### config.mk
export PLATFORM = sky130hd
export DESIGN_NAME = latch_writer_flat
export DESIGN_NICKNAME = d
export VERILOG_FILES = /design/src/rtl/latch_writer_pkg.sv /design/src/rtl/latch_writer_if.sv /design/src/rtl/lw_timer.sv /design/src/rtl/latch_writer.sv /design/src/flat_wrapper.sv
export SDC_FILE = /design/constraint.sdc
export NUM_CORES = 1
export LEC_CHECK = 0
export BUFFER_PORTS_ARGS = -buffer_cell sky130_fd_sc_hd__buf_4
export CAP_MARGIN = 40
export CORE_MARGIN = 3
export CORE_UTILIZATION = 47
export DETAILED_ROUTE_END_ITERATION = 10
export GPL_TIMING_DRIVEN = 0
export MAX_ROUTING_LAYER = met4
export PLACE_DENSITY = 0.77
export SYNTH_ARGS = -nofsm -noshare
export SYNTH_HDL_FRONTEND = slang
export SYNTH_SLANG_ARGS = --single-unit
### constraint.sdc
create_clock -name clk -period 1.8 [get_ports clk]
set_input_delay 0.09 -clock clk [delete_from_list [all_inputs] [get_ports clk]]
set_output_delay 0.09 -clock clk [all_outputs]
set_load 0.05 [all_outputs]
### src/rtl/latch_writer_pkg.sv
// Shared types and default timing for the latch bank writer.
// Phase lengths are in clock cycles.
package latch_writer_pkg;

    localparam int DEF_WIDTH     = 8;
    localparam int DEF_SETUP_CYC = 2;
    localparam int DEF_EN_CYC    = 1;
    localparam int DEF_HOLD_CYC  = 1;

    typedef enum logic [2:0] {
        IDLE,
        SETUP,
        STROBE,
        HOLD,
        CHECK
    } state_t;

    function automatic int maxOf3(input int a, input int b, input int c);
        int m;
        m = (a > b) ? a : b;
        return (m > c) ? m : c;
    endfunction

endpackage

### src/rtl/latch_writer_if.sv
// Request and latch-bank signals of the latch writer.
// The slave modport is the writer's view; the master modport is the driver/bank side.
interface latch_writer_if
    import latch_writer_pkg::*;
#(
    parameter int WIDTH = DEF_WIDTH
);
    logic             in_valid;
    logic             in_ready;
    logic [WIDTH-1:0] in_data;
    logic [WIDTH-1:0] latch_d;
    logic             latch_en;
    logic [WIDTH-1:0] latch_q;
    logic             done;
    logic             err;

    modport master (
        output in_valid, in_data, latch_q,
        input  in_ready, latch_d, latch_en, done, err
    );

    modport slave (
        input  in_valid, in_data, latch_q,
        output in_ready, latch_d, latch_en, done, err
    );

endinterface

### src/rtl/lw_timer.sv
// Loadable down-counter with a zero flag, shared by the writer's timed phases.
// The count parks at zero instead of wrapping.
module lw_timer #(
    parameter int CW = 2
) (
    input  logic          clk,
    input  logic          rst_n,
    input  logic          i_load,
    input  logic [CW-1:0] i_value,
    output logic          o_zero
);

    logic [CW-1:0] r_count;

    always_ff @(posedge clk or negedge rst_n) begin
        if (!rst_n) begin
            r_count <= '0;
        end else if (i_load) begin
            r_count <= i_value;
        end else if (r_count != '0) begin
            r_count <= r_count - CW'(1);
        end
    end

    assign o_zero = (r_count == '0);

endmodule

### src/rtl/latch_writer.sv
// Writes one word into an external latch bank with the required setup, strobe and hold timing.
// The bank is read back afterwards, and any mismatch is flagged on err.
module latch_writer
    import latch_writer_pkg::*;
#(
    parameter int WIDTH     = DEF_WIDTH,
    parameter int SETUP_CYC = DEF_SETUP_CYC,
    parameter int EN_CYC    = DEF_EN_CYC,
    parameter int HOLD_CYC  = DEF_HOLD_CYC
) (
    input  logic           clk,
    input  logic           rst_n,
    latch_writer_if.slave  bus
);

    localparam int CW = $clog2(maxOf3(SETUP_CYC, EN_CYC, HOLD_CYC) + 1);
    localparam logic [CW-1:0] SETUP_LD = CW'(SETUP_CYC - 1);
    localparam logic [CW-1:0] EN_LD    = CW'(EN_CYC - 1);
    localparam logic [CW-1:0] HOLD_LD  = CW'(HOLD_CYC - 1);

    state_t           r_state;
    state_t           w_nextState;
    logic [WIDTH-1:0] r_latchD;
    logic             r_latchEn;
    logic             r_done;
    logic             r_err;
    logic             w_accept;
    logic             w_load;
    logic [CW-1:0]    w_loadVal;
    logic             w_zero;

    assign w_accept = bus.in_valid && (r_state == IDLE);

    lw_timer #(.CW(CW)) u_timer (
        .clk     (clk),
        .rst_n   (rst_n),
        .i_load  (w_load),
        .i_value (w_loadVal),
        .o_zero  (w_zero)
    );

    // Each timed phase reloads the shared timer with its own length on entry.
    always_comb begin
        w_nextState = r_state;
        w_load      = 1'b0;
        w_loadVal   = '0;
        case (r_state)
            IDLE: begin
                if (bus.in_valid) begin
                    w_nextState = SETUP;
                    w_load      = 1'b1;
                    w_loadVal   = SETUP_LD;
                end
            end
            SETUP: begin
                if (w_zero) begin
                    w_nextState = STROBE;
                    w_load      = 1'b1;
                    w_loadVal   = EN_LD;
                end
            end
            STROBE: begin
                if (w_zero) begin
                    w_nextState = HOLD;
                    w_load      = 1'b1;
                    w_loadVal   = HOLD_LD;
                end
            end
            HOLD: begin
                if (w_zero) begin
                    w_nextState = CHECK;
                end
            end
            CHECK: begin
                w_nextState = IDLE;
            end
            default: begin
                w_nextState = IDLE;
            end
        endcase
    end

    // Enable and done are decoded from the next state so both come straight from flops.
    always_ff @(posedge clk or negedge rst_n) begin
        if (!rst_n) begin
            r_state   <= IDLE;
            r_latchD  <= '0;
            r_latchEn <= 1'b0;
            r_done    <= 1'b0;
            r_err     <= 1'b0;
        end else begin
            r_state   <= w_nextState;
            r_latchEn <= (w_nextState == STROBE);
            r_done    <= (w_nextState == CHECK);
            if (w_accept) begin
                r_latchD <= bus.in_data;
            end
            if (r_state == CHECK) begin
                r_err <= (bus.latch_q != r_latchD);
            end
        end
    end

    assign bus.in_ready = (r_state == IDLE);
    assign bus.latch_d  = r_latchD;
    assign bus.latch_en = r_latchEn;
    assign bus.done     = r_done;
    assign bus.err      = r_err;

endmodule

### src/flat_wrapper.sv
// flat-port wrapper written by rule: the top's interface ports become plain ports
module latch_writer_flat import latch_writer_pkg::*;
#(
    parameter int WIDTH     = DEF_WIDTH,
    parameter int SETUP_CYC = DEF_SETUP_CYC,
    parameter int EN_CYC    = DEF_EN_CYC,
    parameter int HOLD_CYC  = DEF_HOLD_CYC
)
  (clk, rst_n, bus_in_valid, bus_in_data, bus_latch_q, bus_in_ready, bus_latch_d, bus_latch_en, bus_done, bus_err);
  latch_writer_if #(.WIDTH(WIDTH)) bus_i ();
  input  logic clk;
  input  logic rst_n;
  input wire logic [$bits(bus_i.in_valid)-1:0] bus_in_valid;
  input wire logic [$bits(bus_i.in_data)-1:0] bus_in_data;
  input wire logic [$bits(bus_i.latch_q)-1:0] bus_latch_q;
  output wire logic [$bits(bus_i.in_ready)-1:0] bus_in_ready;
  output wire logic [$bits(bus_i.latch_d)-1:0] bus_latch_d;
  output wire logic [$bits(bus_i.latch_en)-1:0] bus_latch_en;
  output wire logic [$bits(bus_i.done)-1:0] bus_done;
  output wire logic [$bits(bus_i.err)-1:0] bus_err;
  assign bus_i.in_valid = bus_in_valid;
  assign bus_i.in_data = bus_in_data;
  assign bus_i.latch_q = bus_latch_q;
  assign bus_in_ready = bus_i.in_ready;
  assign bus_latch_d = bus_i.latch_d;
  assign bus_latch_en = bus_i.latch_en;
  assign bus_done = bus_i.done;
  assign bus_err = bus_i.err;
  latch_writer #(.WIDTH(WIDTH), .SETUP_CYC(SETUP_CYC), .EN_CYC(EN_CYC), .HOLD_CYC(HOLD_CYC)) u_core (.clk(clk), .rst_n(rst_n), .bus(bus_i));
endmodule
# Word-level counts from Yosys, hierarchy flattened
# Index checks and enable logic that the tools add are counted.
word_totals:
  output_inout_bits: 12
  reg_bits: 16
  wordCells: 32
  in_bits: 19
classes:
  muxes: 12
  eq_ne: 7
  addsub: 1
  n_reduce_logical: 6
op_table:
  columns: ["operator", "n"]
  rows:
  - ["$mux 3", 4]
  - ["$pmux 3 s4", 1]
  - ["$eq 3x2->1 const B", 3]
  - ["$ne 8x8->1", 1]
  - ["$eq 3x3->1 const B", 2]
  - ["$mux 2", 3]
  - ["$reduce_bool 2->1", 2]
  - ["$eq 3x1->1 const B", 1]
  - ["$logic_not 3->1", 1]
  - ["$mux 1", 3]
  - ["$logic_not 2->1", 1]
  - ["$pmux 1 s2", 1]
  - ["$reduce_or 2->1", 1]
  - ["$sub 2x1->2 const B", 1]
  - ["$logic_and 1x1->1", 1]

# Logic depth before layout (Yosys ltp)
depth:
  word_depth: 4
  depth_mapped: 6

# Cells and area by module
# From an unflattened synthesis, not the netlist that was laid out.
hier_totals:
  cells_unflattened: 66
  hier_area_um2: 832.0
by_module_without_submodules:
  columns: ["module", "area_per_inst_um2", "seq_area_each_um2", "n_inst", "cells_per_inst"]
  rows:
  - ["latch_writer", 718.2, 350.3, 1, 54]
  - ["lw_timer", 113.9, 50.0, 1, 12]

# Worst setup path before layout
# No wires, ideal clock.
synth_path:
  path_kind: "register -> register"
  start: "reg u_core.r_state[2]"
  end: "reg u_core.r_latchD[0], in the netlist u_core.bus.latch_d[0]"
  path_stages_with_launch: 6
  arrival_ns: 1.632
  period_less_slack_ns: 1.757
  path_buffers: 2
  path_slack_ns: 0.043
  t_required_ns: 1.675
  cell_sequence: "dfrtp_1 -> buf_6 -> nor3_4 -> and2_4 -> buf_12 -> mux2_4"
synth_between:
  elab_chain_len: 2
synth_rtl:
  columns: ["element", "line", "rtl"]
  rows:
  - ["start: declaration", "latch_writer.sv:21", "state_t r_state;"]
  - ["start signal: assignment", "latch_writer.sv:92", "r_state <= w_nextState;"]
  - ["$logic_not 3->1", null, null]
  - ["via bus_in_ready", "flat_wrapper.sv:16", "output wire logic [$bits(bus_i.in_ready)-1:0] bus_in_ready;"]
  - ["$logic_and 1x1->1", "latch_writer.sv:32", "assign w_accept = bus.in_valid && (r_state == IDLE);"]
  - ["end signal: assignment", "latch_writer.sv:96", "r_latchD <= bus.in_data;"]
  - ["end: declaration", "latch_writer.sv:23", "logic [WIDTH-1:0] r_latchD;"]
# The timed path passes the listed nets, and every way through them passes these cells.
# A chain may end at the register's enable or synchronous reset.

# Worst setup path in the final report
layout_path:
  start: "reg u_core.u_timer.r_count[0]"
  end: "reg u_core.r_latchEn, in the netlist u_core.bus.latch_en"
layout_between:
  elab_chain_len: 4
layout_rtl:
  columns: ["element", "line", "rtl"]
  rows:
  - ["start: declaration", "lw_timer.sv:13", "logic [CW-1:0] r_count;"]
  - ["start signal: assignment", "lw_timer.sv:19", "r_count <= i_value;"]
  - ["start signal: assignment", "lw_timer.sv:21", "r_count <= r_count - CW'(1);"]
  - ["$logic_not 2->1 *", "lw_timer.sv:25", "assign o_zero = (r_count == '0);"]
  - ["$mux 3 (on tied branches)", "latch_writer.sv:70, latch_writer.sv:56, latch_writer.sv:63", null]
  - ["$pmux 3 s4 *", "latch_writer.sv:47", "case (r_state)"]
  - ["via u_core.w_nextState[0]", "latch_writer.sv:22", "state_t w_nextState;"]
  - ["$eq 3x2->1 *", "latch_writer.sv:93", "r_latchEn <= (w_nextState == STROBE);"]
  - ["end signal: assignment", "latch_writer.sv:93", null]
  - ["end: declaration", "latch_writer.sv:24", "logic r_latchEn;"]
# The timed path passes the listed nets; every way through them passes the cells marked *.

==> qor.txt <==
Status: finished, final reports clean
Critical Path End Type: flop
Classification of the worst setup path: flop to flop
Final setup violating endpoints: 0
Maximum clock rate: 0.686 GHz
Placed Cells incl. Taps: 112
Period Utilization, post-route: 81.0%
Area fraction of the dominant cell type after synthesis: 49.2%
Number of endpoints with negative hold slack in the final report: 0
Longest individual stage delay on the worst path: 380 ps
Number of pins exceeding their max-slew limit in the final report: 0
Layout filler cell count: 127
H-tree lvl count: 1
Total grt overflow: 0
Yosys top cell by area: sky130_fd_sc_hd__dfrtp_1
Count of vias placed by the detailed router: 600
Number of synthesized flops with an enable pin: 0
Via-to-Cell Ratio: 5.13
Worst VDD drop: 1490 µV
WL final: 1590 µm
HPWL after DPL: 1260 µm
Setup Fix Bufs, Post-CTS: 0
Die width: 47.6 µm
Hold Crit Class: input port to flop
Kind of cell adding the most delay to the critical path: flip-flops
Wire length of the first global-routing pass: 2640 µm
Number of maximum-capacitance constraint violations: 0
Cell at the root of the clock tree: sky130_fd_sc_hd__clkbuf_4
Ports placed on the boundary: 31
Number of buffer and inverter stages on the critical path: 2
Post-detailed-route DRC marker count: 0
Relative slew slack: 78.1%
Vias in the first global route: 603
Number of nets in the synthesized netlist: 86
Synth unique cells: 22
Most common cell in the synthesized netlist: sky130_fd_sc_hd__dfrtp_1
Total clock buffers created by CTS: 3
Number of buffers on the longest clock path: 2
Starting Density: 52.2%
Area after DPL: 1060 µm²
Total global-route track usage: 18.1%
Synth Register Bits: 16
ANT nets after route: 0
Summed negative setup slack over all endpoints: 0 ps
Average wire per cell in the routed design: 13.6 µm
Die area: 2270 µm²
Fraction of final layout cells with drive strength greater than 1: 46.5%
Clock insertion delay at the later pin of the skew report: 280 ps
Power per Cell Area: 2040 nW/µm²
Post-route clock skew: 2.27 ps
Cells resized by post-CTS repair: 0
Final weighted congestion of routability-driven global placement: 0.713
Utilization after layout: 70.9%
Synth-to-Final Area Change: 35.8%
Largest net degree at the start of global routing: 17
Placeable Area: 1560 µm²
Number of antenna violations at the first check in global routing: 0
DRC marker count from the first detailed-route iteration: 8
Average instance area after synthesis: 12.3 µm²
CTS tree: yes
Leakage dissipation: 0.545 nW
Slew at the pin closest to its max-slew limit: 328 ps
Data required time at the worst endpoint: 1960 ps
List of most frequent post-synthesis cells: sky130_fd_sc_hd__dfrtp_1 (16), sky130_fd_sc_hd__xor2_1 (10), sky130_fd_sc_hd__mux2_4 (8), sky130_fd_sc_hd__nor2_1 (6), sky130_fd_sc_hd__nand2_1 (4)
Pwr Total: 2.26 mW
Count of synthesis-stage warnings from yosys: 0
First-pass detailed-route iteration total: 4
Portion of the post-synthesis area used by sequential elements: 49.2%
Setup repair after global routing missed its margin: no
Cell breakdown of the critical path: inv_1 > ha_1 > clkbuf_1 > or2b_1 > a31oi_1 > nor3_1
Clk slew on worst S/H paths: 90 ps
Final design area excluding fillers: 1100 µm²
# port buffers: 30
Count of inserted antenna diode cells: 0
Post-place setup slack: 355 ps
Mapped Cells: 66
Worst-path cell with the longest stage delay: sky130_fd_sc_hd__dfrtp_1
Critical path peak fanout: 8
Non-Filler Instances: 117
Layout Nets: 122
Minimum hold slack: 35.0 ps
Placement row count: 14
Post-layout min period: 1460 ps
Cell area after synthesis: 813 µm²
Main flop type after synthesis: sky130_fd_sc_hd__dfrtp_1
Crit path launch type: flop
Arrival time reported for the critical path endpoint: 1620 ps
CTS hold repair buffers: 1
Sinks on the clock net: 16
Final setup slack of the worst path: 342 ps
Die Y-Extent: 47.6 µm
Biggest area contributors in the synthesized netlist: sky130_fd_sc_hd__dfrtp_1 (49%), sky130_fd_sc_hd__mux2_4 (15%), sky130_fd_sc_hd__xor2_1 (11%)
Async SR Flop Fraction: 100%
[report_power, final]
part / switching (mW) / total, mW / internal [mW]
Combinational: 0.800 / 1.36 / 0.563
Clock: 0.104 / 0.227 / 0.123
Sequential: 0.143 / 0.665 / 0.522
Total: 1.05 / 2.26 / 1.21
[final timing paths]
kind	start	end	slack, ps	cells after the start
min reg2reg	u_core.u_timer.r_count[1]	u_core.u_timer.r_count[1]	530	2
min in group asynchronous	rst_n	u_core.bus.latch_d[0]	220	2
max reg2reg	u_core.u_timer.r_count[0]	u_core.bus.latch_en	340	6
min	bus_in_data[7]	u_core.bus.latch_d[7]	30	2
max in group asynchronous	rst_n	u_core.r_state[2]	1410	2
max	u_core.u_timer.r_count[0]	u_core.bus.latch_en	340	6
[cell type report]
class / instances / area, µm² / share of cell area (%)
timing repair buffer: 31 / 235 / 21.3
tap: 16 / 20.0 / 1.81
sequential: 16 / 400 / 36.2
buffer: 4 / 40.0 / 3.62
clock buffer: 4 / 36.3 / 3.28
multi-input combinational: 44 / 365 / 33.1
inverter: 2 / 7.51 / 0.680
[registers in the layout (all words and copies together), names as in the netlist]
name,cells
u_core.bus.err,1
u_core.bus.done,1
u_core.bus.latch_en,1
u_core.bus.latch_d,8
u_core.r_state,3
u_core.u_timer.r_count,2
[kinds of logic after synthesis]
| group | after synthesis | synth area share [%] |
|---|---|---|
| xor gates and xnor gates | 10 | 10.8 |
| AOI/OAI and AO/OA | 6 | 4.31 |
| buffers and inverters | 6 | 5.85 |
| adders and majority gates | 1 | 1.54 |
| muxes | 8 | 14.8 |
| and+or+nand+nor | 19 | 13.5 |
| DFF | 16 | 49.2 |
[metal layers]
metal | share of wire, % | GRT usage [%] | wire [µm]
met5 | 0 | - | 0
met1 | 35 | 19.5 | 559
met3 | 5.9 | 4.51 | 94
met2 | 58 | 31.3 | 913
met4 | 1.2 | 8.06 | 19
[layout by cell type (no fill, tap or decap), types with 2 or more instances in the layout]
cell type and count:
sky130_fd_sc_hd__a21oi_1 3, sky130_fd_sc_hd__dfrtp_1 16, sky130_fd_sc_hd__clkbuf_4 3, sky130_fd_sc_hd__inv_1 2
sky130_fd_sc_hd__nand2_1 4, sky130_fd_sc_hd__nor3b_1 2, sky130_fd_sc_hd__nor2_1 6, sky130_fd_sc_hd__mux2_4 8
sky130_fd_sc_hd__nor4_1 2, sky130_fd_sc_hd__buf_4 30, sky130_fd_sc_hd__xor2_1 10
No activity file was read; power rests on OpenSTA's default activity.
